`config.mk`:
```
export PLATFORM = sky130hd
export DESIGN_NAME = lbp_hist
export DESIGN_NICKNAME = d
export VERILOG_FILES = /design/src/rtl/lbp_hist_pkg.sv /design/src/rtl/lbp_hist_ram.sv /design/src/rtl/lbp_hist.sv
export SDC_FILE = /design/constraint.sdc
export NUM_CORES = 2
export LEC_CHECK = 0
export ABC_AREA = 1
export CORE_MARGIN = 2
export CORE_UTILIZATION = 45
export DETAILED_ROUTE_END_ITERATION = 8
export HOLD_SLACK_MARGIN = 0.05
export PLACE_DENSITY = 0.58
export SYNTH_ARGS = -nofsm -noshare
export SYNTH_HDL_FRONTEND = slang
export SYNTH_HIERARCHICAL = 1
export SYNTH_SLANG_ARGS = --single-unit
```
`constraint.sdc`:
```
create_clock -name i_clk -period 13.2 [get_ports i_clk]
set_input_delay 1.98 -clock i_clk [delete_from_list [all_inputs] [get_ports i_clk]]
set_output_delay 1.98 -clock i_clk [all_outputs]
set_load 0.05 [all_outputs]
```
`src/rtl/lbp_hist_pkg.sv`:
```
// Shared constants, FSM encoding and the border test for the LBP histogram block.
package lbp_hist_pkg;

    localparam int unsigned IMG_DIM   = 128;
    localparam int unsigned NUM_BINS  = 256;
    localparam int unsigned ADDR_W    = 14;
    localparam int unsigned COORD_W   = 7;
    localparam int unsigned BIN_W     = 8;
    localparam int unsigned BORDER_LO = 0;
    localparam int unsigned BORDER_HI = IMG_DIM - 1;

    typedef enum logic [2:0] {
        S_CLEAR   = 3'd0,
        S_ACCUM   = 3'd1,
        S_DRAIN   = 3'd2,
        S_READOUT = 3'd3,
        S_DONE    = 3'd4
    } state_t;

    // True when the pixel (row in upper bits, column in lower bits) sits on the image edge.
    function automatic logic is_border(input logic [ADDR_W-1:0] addr);
        logic [COORD_W-1:0] row;
        logic [COORD_W-1:0] col;
        row = addr[ADDR_W-1:COORD_W];
        col = addr[COORD_W-1:0];
        return (row == COORD_W'(BORDER_LO)) || (row == COORD_W'(BORDER_HI)) ||
               (col == COORD_W'(BORDER_LO)) || (col == COORD_W'(BORDER_HI));
    endfunction

endpackage

```
`src/rtl/lbp_hist_ram.sv`:
```
// Histogram bin storage: one synchronous read port, one write port, read returns pre-write data.
module lbp_hist_ram
    import lbp_hist_pkg::*;
#(
    parameter int unsigned CNT_W = 15
) (
    input  logic             i_clk,
    input  logic             i_we,
    input  logic [BIN_W-1:0] i_waddr,
    input  logic [CNT_W-1:0] i_wdata,
    input  logic [BIN_W-1:0] i_raddr,
    output logic [CNT_W-1:0] o_rdata
);

    logic [CNT_W-1:0] r_mem [NUM_BINS];
    logic [CNT_W-1:0] r_rdata;

    always_ff @(posedge i_clk) begin
        if (i_we) begin
            r_mem[i_waddr] <= i_wdata;
        end
        r_rdata <= r_mem[i_raddr];
    end

    assign o_rdata = r_rdata;

endmodule

```
`src/rtl/lbp_hist.sv`:
```
// LBP code histogram: clear, accumulate with forwarded read-modify-write, drain, clear-on-read readout.
module lbp_hist
    import lbp_hist_pkg::*;
#(
    parameter int unsigned EXCL_BORDER = 1,
    parameter int unsigned CNT_W       = 15
) (
    input  logic              i_clk,
    input  logic              i_rst_n,
    input  logic              i_lbp_valid,
    input  logic [ADDR_W-1:0] i_lbp_addr,
    input  logic [BIN_W-1:0]  i_lbp_data,
    input  logic              i_finish,
    output logic              o_acc_ready,
    output logic              o_hist_valid,
    input  logic              i_hist_ready,
    output logic [BIN_W-1:0]  o_hist_bin,
    output logic [CNT_W-1:0]  o_hist_count,
    output logic              o_hist_done,
    output logic              o_drop_err
);

    localparam int unsigned PTR_W = BIN_W + 1;
    localparam logic [CNT_W-1:0] CNT_MAX = {CNT_W{1'b1}};
    localparam logic [BIN_W-1:0] LAST_BIN = BIN_W'(NUM_BINS - 1);

    state_t             r_state;
    state_t             w_next;
    logic [BIN_W-1:0]   r_clr_cnt;
    logic               r_drain_cnt;

    logic               r_s1_valid;
    logic [BIN_W-1:0]   r_s1_bin;
    logic               r_lw_valid;
    logic [BIN_W-1:0]   r_lw_bin;
    logic [CNT_W-1:0]   r_lw_data;

    logic [PTR_W-1:0]   r_rd_ptr;
    logic               r_rd_pend;
    logic [BIN_W-1:0]   r_pend_bin;

    logic               r_acc_ready;
    logic               r_hist_valid;
    logic [BIN_W-1:0]   r_hist_bin;
    logic [CNT_W-1:0]   r_hist_count;
    logic               r_hist_done;
    logic               r_drop_err;

    logic               w_accum;
    logic               w_take;
    logic               w_accept;
    logic               w_rd_issue;
    logic [BIN_W-1:0]   w_raddr;
    logic [CNT_W-1:0]   w_rdata;
    logic [CNT_W-1:0]   w_old;
    logic [CNT_W-1:0]   w_inc;
    logic               w_we;
    logic [BIN_W-1:0]   w_waddr;
    logic [CNT_W-1:0]   w_wdata;

    assign w_accum    = (r_state == S_ACCUM);
    assign w_take     = i_lbp_valid && w_accum && !((EXCL_BORDER != 0) && is_border(i_lbp_addr));
    assign w_accept   = r_hist_valid && i_hist_ready;
    assign w_rd_issue = (r_state == S_READOUT) && !r_rd_ptr[PTR_W-1] && !r_rd_pend &&
                        (!r_hist_valid || w_accept);
    assign w_raddr    = w_accum ? i_lbp_data : r_rd_ptr[BIN_W-1:0];

    // The write committed last cycle is not yet visible to a read issued in that same cycle.
    assign w_old = (r_lw_valid && (r_lw_bin == r_s1_bin)) ? r_lw_data : w_rdata;
    assign w_inc = (w_old == CNT_MAX) ? w_old : w_old + CNT_W'(1);

    always_comb begin
        w_we    = 1'b0;
        w_waddr = '0;
        w_wdata = '0;
        if (r_state == S_CLEAR) begin
            w_we    = 1'b1;
            w_waddr = r_clr_cnt;
        end else if (r_s1_valid) begin
            w_we    = 1'b1;
            w_waddr = r_s1_bin;
            w_wdata = w_inc;
        end else if (w_accept) begin
            w_we    = 1'b1;
            w_waddr = r_hist_bin;
        end
    end

    lbp_hist_ram #(
        .CNT_W (CNT_W)
    ) u_ram (
        .i_clk   (i_clk),
        .i_we    (w_we),
        .i_waddr (w_waddr),
        .i_wdata (w_wdata),
        .i_raddr (w_raddr),
        .o_rdata (w_rdata)
    );

    always_ff @(posedge i_clk or negedge i_rst_n) begin
        if (!i_rst_n) begin
            r_state <= S_CLEAR;
        end else begin
            r_state <= w_next;
        end
    end

    always_comb begin
        w_next = r_state;
        case (r_state)
            S_CLEAR:   if (r_clr_cnt == LAST_BIN) w_next = S_ACCUM;
            S_ACCUM:   if (i_finish) w_next = S_DRAIN;
            S_DRAIN:   if (r_drain_cnt) w_next = S_READOUT;
            S_READOUT: if (w_accept && (r_hist_bin == LAST_BIN)) w_next = S_DONE;
            S_DONE:    w_next = S_ACCUM;
            default:   w_next = S_CLEAR;
        endcase
    end

    // Sequencing counters and the increment pipeline.
    always_ff @(posedge i_clk or negedge i_rst_n) begin
        if (!i_rst_n) begin
            r_clr_cnt   <= '0;
            r_drain_cnt <= 1'b0;
            r_s1_valid  <= 1'b0;
            r_s1_bin    <= '0;
            r_lw_valid  <= 1'b0;
            r_lw_bin    <= '0;
            r_lw_data   <= '0;
        end else begin
            r_clr_cnt   <= (r_state == S_CLEAR) ? r_clr_cnt + BIN_W'(1) : '0;
            r_drain_cnt <= (r_state == S_DRAIN) ? ~r_drain_cnt : 1'b0;
            r_s1_valid  <= w_take;
            r_s1_bin    <= i_lbp_data;
            r_lw_valid  <= r_s1_valid;
            r_lw_bin    <= r_s1_bin;
            r_lw_data   <= w_inc;
        end
    end

    // Readout: one read in flight, output beat held until accepted.
    always_ff @(posedge i_clk or negedge i_rst_n) begin
        if (!i_rst_n) begin
            r_rd_ptr     <= '0;
            r_rd_pend    <= 1'b0;
            r_pend_bin   <= '0;
            r_hist_valid <= 1'b0;
            r_hist_bin   <= '0;
            r_hist_count <= '0;
        end else if (r_state != S_READOUT) begin
            r_rd_ptr     <= '0;
            r_rd_pend    <= 1'b0;
            r_hist_valid <= 1'b0;
        end else begin
            r_rd_pend <= w_rd_issue;
            if (w_rd_issue) begin
                r_rd_ptr   <= r_rd_ptr + PTR_W'(1);
                r_pend_bin <= r_rd_ptr[BIN_W-1:0];
            end
            if (r_rd_pend) begin
                r_hist_valid <= 1'b1;
                r_hist_bin   <= r_pend_bin;
                r_hist_count <= w_rdata;
            end else if (w_accept) begin
                r_hist_valid <= 1'b0;
            end
        end
    end

    always_ff @(posedge i_clk or negedge i_rst_n) begin
        if (!i_rst_n) begin
            r_acc_ready <= 1'b0;
            r_hist_done <= 1'b0;
            r_drop_err  <= 1'b0;
        end else begin
            r_acc_ready <= (w_next == S_ACCUM);
            r_hist_done <= (w_next == S_DONE);
            if (i_lbp_valid && !w_accum) begin
                r_drop_err <= 1'b1;
            end
        end
    end

    assign o_acc_ready  = r_acc_ready;
    assign o_hist_valid = r_hist_valid;
    assign o_hist_bin   = r_hist_bin;
    assign o_hist_count = r_hist_count;
    assign o_hist_done  = r_hist_done;
    assign o_drop_err   = r_drop_err;

endmodule

```
==> out/metrics.csv <==
stage,metric,value,unit
worst_setup_path,crit_chain,clkdlybuf4s50_1 -> nand2_1 -> o21ai_4 -> buf_12 -> buf_12 -> buf_4 -> nand2_1 -> nand3_1 -> nand3_1 -> nand3_1 -> nand3_1 -> nand3_1 -> nand3_1 -> nand2_1 -> nand2_1 -> nand2_1,
worst_setup_path,startpoint_type,input pin,
timing,slew_headroom,3.55,%
timing,rsz0062_at_grt,false,
logic_synthesis,syn-cell-area,160000,µm²
grt,grt_use_total,26.3,%
logic_synthesis,ys_top_cells_by_area,"edfxtp_1, nand3_1, nand2_1, dfrtp_1, buf_2",
placed_design,io_buffers,53,
clock_tree,cts_buffers,398,
clock_tree,cts_sinks,3945,
timing,tns,0,ns
floorplan,rows,219,
clock_tree,clock_insertion_delay_worst_skew,0.99,ns
layout,filler_cell_count,30500,
power,leakagePower,58.9,nW
route,drcViolationCount,0,
worst_setup_path,critPathKind,input pin to flip-flop,
worst_setup_path,crit_slowest_cell,buf_4,
worst_setup_path,max_stage_delay,0.91,ns
clock_tree,ctsHoldBuffers,0,
clock_tree,cts_max_path_buffers,4,
logic_synthesis,synth.most_common_cell,nand2_1,
timing,drv_slew,0,
route,totalWireLength,487000,µm
timing,clock-skew-final,0.0497,ns
logic_synthesis,synth_top_area_share,72.0,%
floorplan,pin_count,54,
grt,grt_pass1_wl,702000,µm
route,vias,107000,
floorplan,die_x,600,µm
timing,setup_viol,0,
worst_setup_path,cp.required,14.11,ns
placed_design,gp_congestion,0.860,
route,wl_per_cell,26.6,µm
flow_run,maxCapViolCount,0,
route,ant_nets,0,
clock_tree,h-tree-depth,5,
logic_synthesis,syn_avg_cell_area,12.0,µm²
placed_design,dp_slack,5.81,ns
timing,finalHoldViolCount,0,
logic_synthesis,synth_common_cells,"nand2_1, edfxtp_1, nand3_1",
clock_tree,post_cts_buffers,0,
hold_path,holdPathStages,0,
worst_setup_path,critPathCaptureType,flip-flop,
logic_synthesis,synth-seq-area-share,73.6,%
worst_setup_path,rr_worst_depth,17,
timing,finalCriticalPeriod,6.68,ns
placed_design,place_hpwl,263000,µm
layout,area_growth,10.8,%
logic_synthesis,ys_ff_latch,3945,
hold_path,hp-class,flip-flop to flip-flop,
worst_setup_path,cp_max_fo,158,
floorplan,start_util,45.1,%
logic_synthesis,synth_ff_type,edfxtp_1,
clock_tree,cts_tree,done,
placed_design,dp.cells,17600,
layout,nets,13300,
grt,grt_overflow,0,
outcome,status,completed,
floorplan,core,355000,µm²
logic_synthesis,syn_nets,13300,
logic_synthesis,yosysTopAreaCell,edfxtp_1,
timing,tightest_slew,1.45,ns
clock_tree,root_buffer,clkbuf_16,
timing,fin_ws,6.52,ns
grt,grt_antenna_before_repair,25,
route,viasPerCell,5.84,
timing,max_freq,0.150,GHz
grt,grt_max_degree,190,
clock_tree,ctsResizeCount,0,
layout,drive_gt1_share,7.65,%
logic_synthesis,async_flop_share,2.28,%
logic_synthesis,ys_warn_count,6,
power,max-vdd-ir-drop,0.000120,V
timing,final.period_utilization,50.6,%
logic_synthesis,synth_edf_count,3840,
floorplan,die_h,600,µm
grt,grt_pass1_vias,100000,
floorplan,die_area,361000,µm²
route,first_pass_iters,6,
layout,fin_cells,18300,
worst_setup_path,crit_top_cell,nand3_1,
worst_setup_path,arrival,7.60,ns
route,drt_iter0_drc,14400,
power,p_per_area,137,nW/µm²
clock_tree,path_clk_slew,0.07,ns
logic_synthesis,synthDistinctLibCells,51,
logic_synthesis,syn_inst,13300,
==> flip-flops by register name (all words and copies together) (netlist names), 3 cells and up <==
signal	flops
u_ram/r_mem	3840
o_hist_count	15
r_lw_data	15
u_ram/o_rdata	15
r_rd_ptr	9
o_hist_bin	8
r_clr_cnt	8
r_lw_bin	8
r_pend_bin	8
r_s1_bin	8
r_state	3
==> per-layer routing <==
layer / global-route usage (%) / vias to the layer above / routed length, µm
met4: 9.28 / 12 / 17800
met2: 40.7 / 5415 / 224000
met3: 4.78 / 883 / 47700
met1: 37.3 / 53500 / 198000
met5: 0 / - / 73
li1: - / 47200 / -
==> layout by cell type (no fill, tap or decap), types with 19 or more instances in the layout <==
cell type	count
buf_12	30
buf_4	352
bufinv_16	24
clkbuf_1	97
clkbuf_16	407
clkdlybuf4s50_1	52
clkinv_1	86
clkinv_2	59
dfrtp_1	90
edfxtp_1	3840
inv_1	104
nand2_1	4049
nand2_2	20
nand3_1	3818
nor2_1	272
nor2_2	46
o21ai_0	19
==> through the flow <==
step	hold WS (ns)	utilization (%)	instance area [µm²]	power [mW]
after global placement	0.417	46.5	165000	13.8
after CTS	0.454	50.0	177000	24.5
after floorplan	0.374	-	160000	13.8
final	0.449	50.0	177000	24.4
after detailed placement	0.430	46.5	165000	13.8
after global routing	0.479	50.0	177000	25.0
==> report_power, final <==
part	internal [mW]	switching, mW	total [mW]
Sequential	13.5	0.00258	13.5
Combinational	0.0101	0.0141	0.0242
Clock	6.11	4.73	10.8
Total	19.6	4.74	24.4
==> area by class of cell <==
cell class,instances,area [µm²],share of cell area [%]
clock inverters,199,1670,0.939
inverters,119,520,0.293
repair buffers,434,3760,2.12
well taps,4751,5940,3.35
diodes,15,37.5,0.0212
clock buffers,506,10600,5.96
multi-input cells,8356,37000,20.9
flip-flops and latches,3945,118000,66.4
==> final timing paths <==
path                       slack (ns)             startpoint                        to
setup / recovery                 6.52          i_lbp_data[0]  u_ram/o_rdata[0]$_DFF_P_
hold / removal                   0.45  r_s1_bin[1]$_DFF_PN0_     r_lw_bin[1]$_DFF_PN0_
setup reg to reg                 7.00   r_state[2]$_DFF_PN0_  u_ram/o_rdata[0]$_DFF_P_
hold reg to reg                  0.45  r_s1_bin[1]$_DFF_PN0_     r_lw_bin[1]$_DFF_PN0_
max in group asynchronous       11.10                i_rst_n   r_lw_data[10]$_DFF_PN0_
min in group asynchronous        0.87                i_rst_n      r_state[1]$_DFF_PN0_
==> critical path, delay by kind of cell <==
| kind | cells | cell delay, ns |
|---|---|---|
| AND/OR/NAND/NOR | 11 | 2.39 |
| buffers and inverters | 4 | 2.50 |
| AO/OA/AOI/OAI | 1 | 0.17 |
==> cells by family (layout without fill, tap and decap cells) <==
kind of cell | count (synthesis) | after routing | synth area share (%)
xor+xnor | 8 | 8 | 0.0438
mux | 16 | 16 | 0.113
fa+ha+maj | 3 | 3 | 0.0235
simple gates | 8259 | 8259 | 22.5
buf+inv | 1013 | 1258 | 3.44
other cells | 0 | 15 | 0
flops | 3945 | 3945 | 73.6
compound gates | 70 | 70 | 0.273
Note: power is estimated with default switching activity, not from simulation.
